[config.mk]
export PLATFORM = sky130hd
export DESIGN_NAME = exp_addsub_pipe
export DESIGN_NICKNAME = d
export VERILOG_FILES = /design/src/rtl/exp_addsub_pipe.sv
export SDC_FILE = /design/constraint.sdc
export NUM_CORES = 1
export LEC_CHECK = 0
export BUFFER_PORTS_ARGS = -buffer_cell sky130_fd_sc_hd__clkbuf_2
export CORE_ASPECT_RATIO = 1.25
export CORE_MARGIN = 2
export CORE_UTILIZATION = 40
export CTS_CLUSTER_SIZE = 28
export DETAILED_ROUTE_END_ITERATION = 7
export PLACE_DENSITY_LB_ADDON = 0.05
export SLEW_MARGIN = 5
export SYNTH_ARGS = -nofsm -noshare
export SYNTH_HDL_FRONTEND = slang
export SYNTH_SLANG_ARGS = --single-unit
[constraint.sdc]
create_clock -name clk -period 3.4 [get_ports clk]
set_input_delay 0.17 -clock clk [delete_from_list [all_inputs] [get_ports clk]]
set_output_delay 0.17 -clock clk [all_outputs]
set_load 0.01 [all_outputs]
[src/rtl/exp_addsub_pipe.sv]
// Two-stage exponent add/subtract unit with valid/ready flow control.
// Optional EXP_SPECIAL_EN adds zero/inf operand classes and forces shift_amt to 0 for inf/NaN.
module exp_addsub_pipe #(
   parameter int EXP_W     = 8,
   parameter int BIAS      = 127,
   parameter int MAX_SHIFT = 26,
   parameter int SHIFT_W   = 5
) (
   input  logic               clk,
   input  logic               rst_n,
   input  logic               in_valid,
   output logic               in_ready,
   input  logic [EXP_W-1:0]   dataa,
   input  logic [EXP_W-1:0]   datab,
   input  logic               add_sub,
   output logic               out_valid,
   input  logic               out_ready,
   output logic [EXP_W-1:0]   result,
   output logic               select,
   output logic [SHIFT_W-1:0] shift_amt,
   output logic               ovf,
   output logic               unf
`ifdef EXP_SPECIAL_EN
   ,
   output logic [1:0]         spec_a,
   output logic [1:0]         spec_b
`endif
);

   localparam int RW = EXP_W + 2;

   logic               r_rdy;
   logic               r_s1_valid;
   logic               r_s1_add;
   logic [RW-1:0]      r_s1_raw;
   logic               r_out_valid;
   logic [EXP_W-1:0]   r_result;
   logic               r_select;
   logic [SHIFT_W-1:0] r_shift;
   logic               r_ovf;
   logic               r_unf;

   logic               w_s2_adv;
   logic               w_s1_adv;
   logic               w_accept;
   logic [RW-1:0]      w_ea;
   logic [RW-1:0]      w_eb;
   logic [RW-1:0]      w_raw_in;
   logic               w_neg;
   logic               w_big;
   logic [EXP_W-1:0]   w_mag;
   logic [SHIFT_W-1:0] w_sat;
   logic               w_force0;

   logic [EXP_W-1:0]   w_n_result;
   logic               w_n_select;
   logic [SHIFT_W-1:0] w_n_shift;
   logic               w_n_ovf;
   logic               w_n_unf;

   assign w_s2_adv = !r_out_valid || out_ready;
   assign w_s1_adv = !r_s1_valid || w_s2_adv;
   // r_rdy keeps the input closed for the first cycle after reset release
   assign in_ready = r_rdy && w_s1_adv;
   assign w_accept = in_valid && in_ready;

   assign w_ea     = {2'b00, dataa};
   assign w_eb     = {2'b00, datab};
   assign w_raw_in = add_sub ? (w_ea + w_eb - RW'(BIAS)) : (w_ea - w_eb);

   // raw is two's complement; bit EXP_W set while non-negative means above all-ones
   assign w_neg = r_s1_raw[RW-1];
   assign w_big = !w_neg && r_s1_raw[EXP_W];
   assign w_mag = w_neg ? (EXP_W'(0) - r_s1_raw[EXP_W-1:0]) : r_s1_raw[EXP_W-1:0];
   assign w_sat = (w_mag > EXP_W'(MAX_SHIFT)) ? SHIFT_W'(MAX_SHIFT) : w_mag[SHIFT_W-1:0];

`ifdef EXP_SPECIAL_EN
   function automatic logic [1:0] f_cls(input logic [EXP_W-1:0] e);
      if (&e)       return 2'b10;
      else if (~|e) return 2'b01;
      else          return 2'b00;
   endfunction

   logic [1:0] r_s1_spa, r_s1_spb, r_spa, r_spb;

   assign w_force0 = (r_s1_spa == 2'b10) || (r_s1_spb == 2'b10);
   assign spec_a   = r_spa;
   assign spec_b   = r_spb;

   always_ff @(posedge clk or negedge rst_n) begin
      if (!rst_n) begin
         r_s1_spa <= 2'b00;
         r_s1_spb <= 2'b00;
         r_spa    <= 2'b00;
         r_spb    <= 2'b00;
      end else begin
         if (w_accept) begin
            r_s1_spa <= f_cls(dataa);
            r_s1_spb <= f_cls(datab);
         end
         if (w_s2_adv && r_s1_valid) begin
            r_spa <= r_s1_spa;
            r_spb <= r_s1_spb;
         end
      end
   end
`else
   assign w_force0 = 1'b0;
`endif

   always_comb begin
      w_n_result = '0;
      w_n_select = 1'b0;
      w_n_shift  = '0;
      w_n_ovf    = 1'b0;
      w_n_unf    = 1'b0;
      if (r_s1_add) begin
         w_n_ovf = w_big;
         w_n_unf = w_neg;
         if (w_big)       w_n_result = '1;
         else if (!w_neg) w_n_result = r_s1_raw[EXP_W-1:0];
      end else begin
         w_n_select = w_neg;
         w_n_result = w_mag;
         w_n_shift  = w_force0 ? '0 : w_sat;
      end
   end

   always_ff @(posedge clk or negedge rst_n) begin
      if (!rst_n) begin
         r_rdy       <= 1'b0;
         r_s1_valid  <= 1'b0;
         r_s1_add    <= 1'b0;
         r_s1_raw    <= '0;
         r_out_valid <= 1'b0;
         r_result    <= '0;
         r_select    <= 1'b0;
         r_shift     <= '0;
         r_ovf       <= 1'b0;
         r_unf       <= 1'b0;
      end else begin
         r_rdy <= 1'b1;
         if (w_s1_adv) r_s1_valid <= w_accept;
         if (w_accept) begin
            r_s1_add <= add_sub;
            r_s1_raw <= w_raw_in;
         end
         if (w_s2_adv) begin
            r_out_valid <= r_s1_valid;
            if (r_s1_valid) begin
               r_result <= w_n_result;
               r_select <= w_n_select;
               r_shift  <= w_n_shift;
               r_ovf    <= w_n_ovf;
               r_unf    <= w_n_unf;
            end
         end
      end
   end

   assign out_valid = r_out_valid;
   assign result    = r_result;
   assign select    = r_select;
   assign shift_amt = r_shift;
   assign ovf       = r_ovf;
   assign unf       = r_unf;

endmodule

==> results.json <==
{
  "p_leak_nw": 1.27,
  "via_per_inst": 5.33,
  "cp-start-kind": "register",
  "antenna_cells": 0,
  "path_cells": "inv_1 -> ha_1 -> or3b_4 -> nand2_1 -> xor2_1 -> or3_1 -> a32o_1",
  "place_ws_ps": 1050,
  "cap_violations": 0,
  "num_vias": 1982,
  "drt_wl_total_microns": 4870,
  "worstPathRequired_ps": 3570,
  "max_stage_delay_ps": 430,
  "final.setup.worst_slack_ps": 1280,
  "cts_root_buffer": "clkbuf_8",
  "grt_max_degree": 31,
  "dr.pass1.iters": 4,
  "yosys_warnings": 0,
  "ant_nets": 0,
  "die_w_microns": 73.4,
  "htree_levels": 2,
  "cts_tree": "built",
  "synth_flop_cell": "dfrtp_1",
  "yosysMostFrequentCell": "dfrtp_1",
  "cp_slowest_cell": "dfrtp_1",
  "grt_pass1_wl_microns": 8720,
  "largest_reg_flops": 10,
  "top_register": "r_s1_raw",
  "grt_pass1_vias": 1922,
  "finalClockSkew_ps": 6.27,
  "ys_types": 57,
  "port_buffers": 38,
  "drtIter0Drc": 96,
  "yosys-top-cells-count": "dfrtp_1 (30), ha_1 (25), o21ai_0 (25), inv_1 (24), nand2_1 (24)",
  "slew_violations": 0,
  "cts_sinks": 30,
  "synth_edf_count": 0,
  "power_per_cell_area_nw_per_um2": 478,
  "finalHoldViolations": 0,
  "cts_resized": 0,
  "worst_ir_drop_vdd_v": 0.000146,
  "cts_buffers": 5,
  "layout-drive-gt1-share_pct": 18.6,
  "area_delta_synth_final_pct": 12.1,
  "die_h_microns": 90.7,
  "arrival_ps": 2290,
  "finalCriticalPeriod_ps": 2120,
  "outcome": "complete, no violations",
  "syn_area_sq_um": 2400,
  "fill_cells": 598,
  "path_clk_slew_ps": 60,
  "whs_ps": 198,
  "synth.avg_cell_area_sq_um": 8.78,
  "num_rows": 31,
  "r2r_slack_ps": 1280,
  "criticalPathCategory": "reg -> reg",
  "hold_path_class": "in -> reg",
  "place.gp.congestion": 0.781,
  "synth_top_area_cell": "dfrtp_1",
  "dp_hpwl_microns": 3840,
  "nets": 354,
  "drcViolationCount": 0,
  "finalSetupTns_ps": 0,
  "ys_seq_elements": 30,
  "core_area_sq_um": 5820,
  "pin_count": 39,
  "cp-end-kind": "register",
  "cp_max_fo": 4,
  "fin_util_pct": 46.3,
  "synthArstFlopShare_pct": 100,
  "worst_slew_pin_slew_ps": 714,
  "slew_headroom_pct": 52.4,
  "ys_top_cells_by_area": "dfrtp_1 (31%), ha_1 (13%), o21ai_0 (5.2%)",
  "grt_antenna_before_repair": 0,
  "clockBufferDepth": 2,
  "period_share_pct": 62.5,
  "syn_inst": 274,
  "cp_top_family": "simple AND/OR/NAND/NOR gates",
  "max_freq_mhz": 471,
  "wire_per_inst_microns": 13.1,
  "grt.overflow.total": 0,
  "total_power_w": 0.00129,
  "start_util_pct": 41.3,
  "cp_num_buf_inv": 1,
  "finalSetupViolCount": 0,
  "dieArea_sq_um": 6650,
  "netlist.area_leader.share_pct": 31.2,
  "cts_setup_buffers": 0,
  "worstSkewPairLatency_ps": 280,
  "rsz0062_at_grt": "false",
  "synth_nets": 322,
  "grt_usage_pct": 16.2,
  "yosysSeqAreaShare_pct": 31.2
}
-- tightest hold or removal path, stage by stage --
cell	delay [ps]
clkbuf_2	80
nand2b_1	120
nand2b_1	60
-- per-layer routing --
layer / share of wire [%] / vias up / global-route usage, %
met5: 0 / - / 0
met4: 1.5 / 0 / 5.00
met3: 2.1 / 5 / 2.68
met2: 52 / 25 / 28.5
met1: 45 / 913 / 19.7
li1: - / 1039 / -
-- path summary, 6_finish.rpt --
check / start / endpoint / depth (start not counted)
max in group asynchronous: rst_n / r_s1_raw[0]$_DFFE_PN0P_ / 2
min in group asynchronous: rst_n / shift_amt[3]$_DFFE_PN0P_ / 2
max reg2reg: r_s1_raw[0]$_DFFE_PN0P_ / shift_amt[2]$_DFFE_PN0P_ / 7
max: r_s1_raw[0]$_DFFE_PN0P_ / shift_amt[2]$_DFFE_PN0P_ / 7
min reg2reg: unf$_DFFE_PN0P_ / unf$_DFFE_PN0P_ / 2
min: out_ready / out_valid$_DFFE_PN0P_ / 3
-- where the power goes --
group	total (W)	switching, W	internal, W	leakage (nW)
logic	0.000486	0.000258	0.000227	0.873
clock network	0.000259	0.000118	0.000140	0.0383
registers	0.000543	0.0000972	0.000446	0.358
-- cell families (layout without fill, tap and decap cells) --
group,Yosys count,in the layout,share of synthesized area [%]
buffers and inverters,38,70,6.61
xor gates and xnor gates,8,8,2.91
muxes,8,8,3.38
DFF,30,30,31.2
and+or+nand+nor,84,84,18.2
adders and majority gates,27,27,14.7
other,1,1,0.156
AOI/OAI and AO/OA,78,78,22.8
-- layout make-up --
type                            count  area, sq um  share of cell area (%)
Tap cell                           66         82.6                    3.06
Timing Repair Buffer               39          200                    7.43
Clock buffer                        7         76.3                    2.83
Inverter                           24         90.1                    3.34
Sequential cell                    30          751                    27.9
Multi-Input combinational cell    206         1500                    55.5
-- through the flow --
step / cells / area (sq um)
final: 372 / 2700
after global routing: 372 / 2700
after CTS: 372 / 2700
after detailed placement: 364 / 2610
after global placement: 364 / 2610
after floorplan: 274 / 2400
-- cells in the final DEF, fill, tap and decap left out, types with 2 or more instances in the layout --
cell type	netlist	routed
nand3b_1	2	2
a31oi_1	3	3
clkbuf_2	0	38
nand2b_1	5	5
nand3_1	3	3
or2_2	3	3
nor2_1	17	17
a21oi_1	5	5
clkbuf_1	8	2
xor2_1	4	4
xnor2_1	4	4
clkbuf_8	0	5
o221ai_1	3	3
o31ai_1	3	3
dfrtp_1	30	30
nor2b_1	8	8
o31a_1	2	2
a211oi_1	6	6
inv_1	24	24
ha_1	25	25
nor3_1	9	9
o21a_1	8	8
and2_1	3	3
nand2_1	24	24
or3_1	2	2
a32o_1	2	2
o311ai_0	3	3
o22ai_1	3	3
fa_1	2	2
o21ai_0	25	25
a21o_1	2	2
mux2i_1	7	7
-- repair_timing --
action | CTS | global route
endpoints found under the hold margin | 30 | 0
hold buffers | 1 | 0
setup endpoints to repair | 0 | 0
Power figures use the tool's default switching activity.
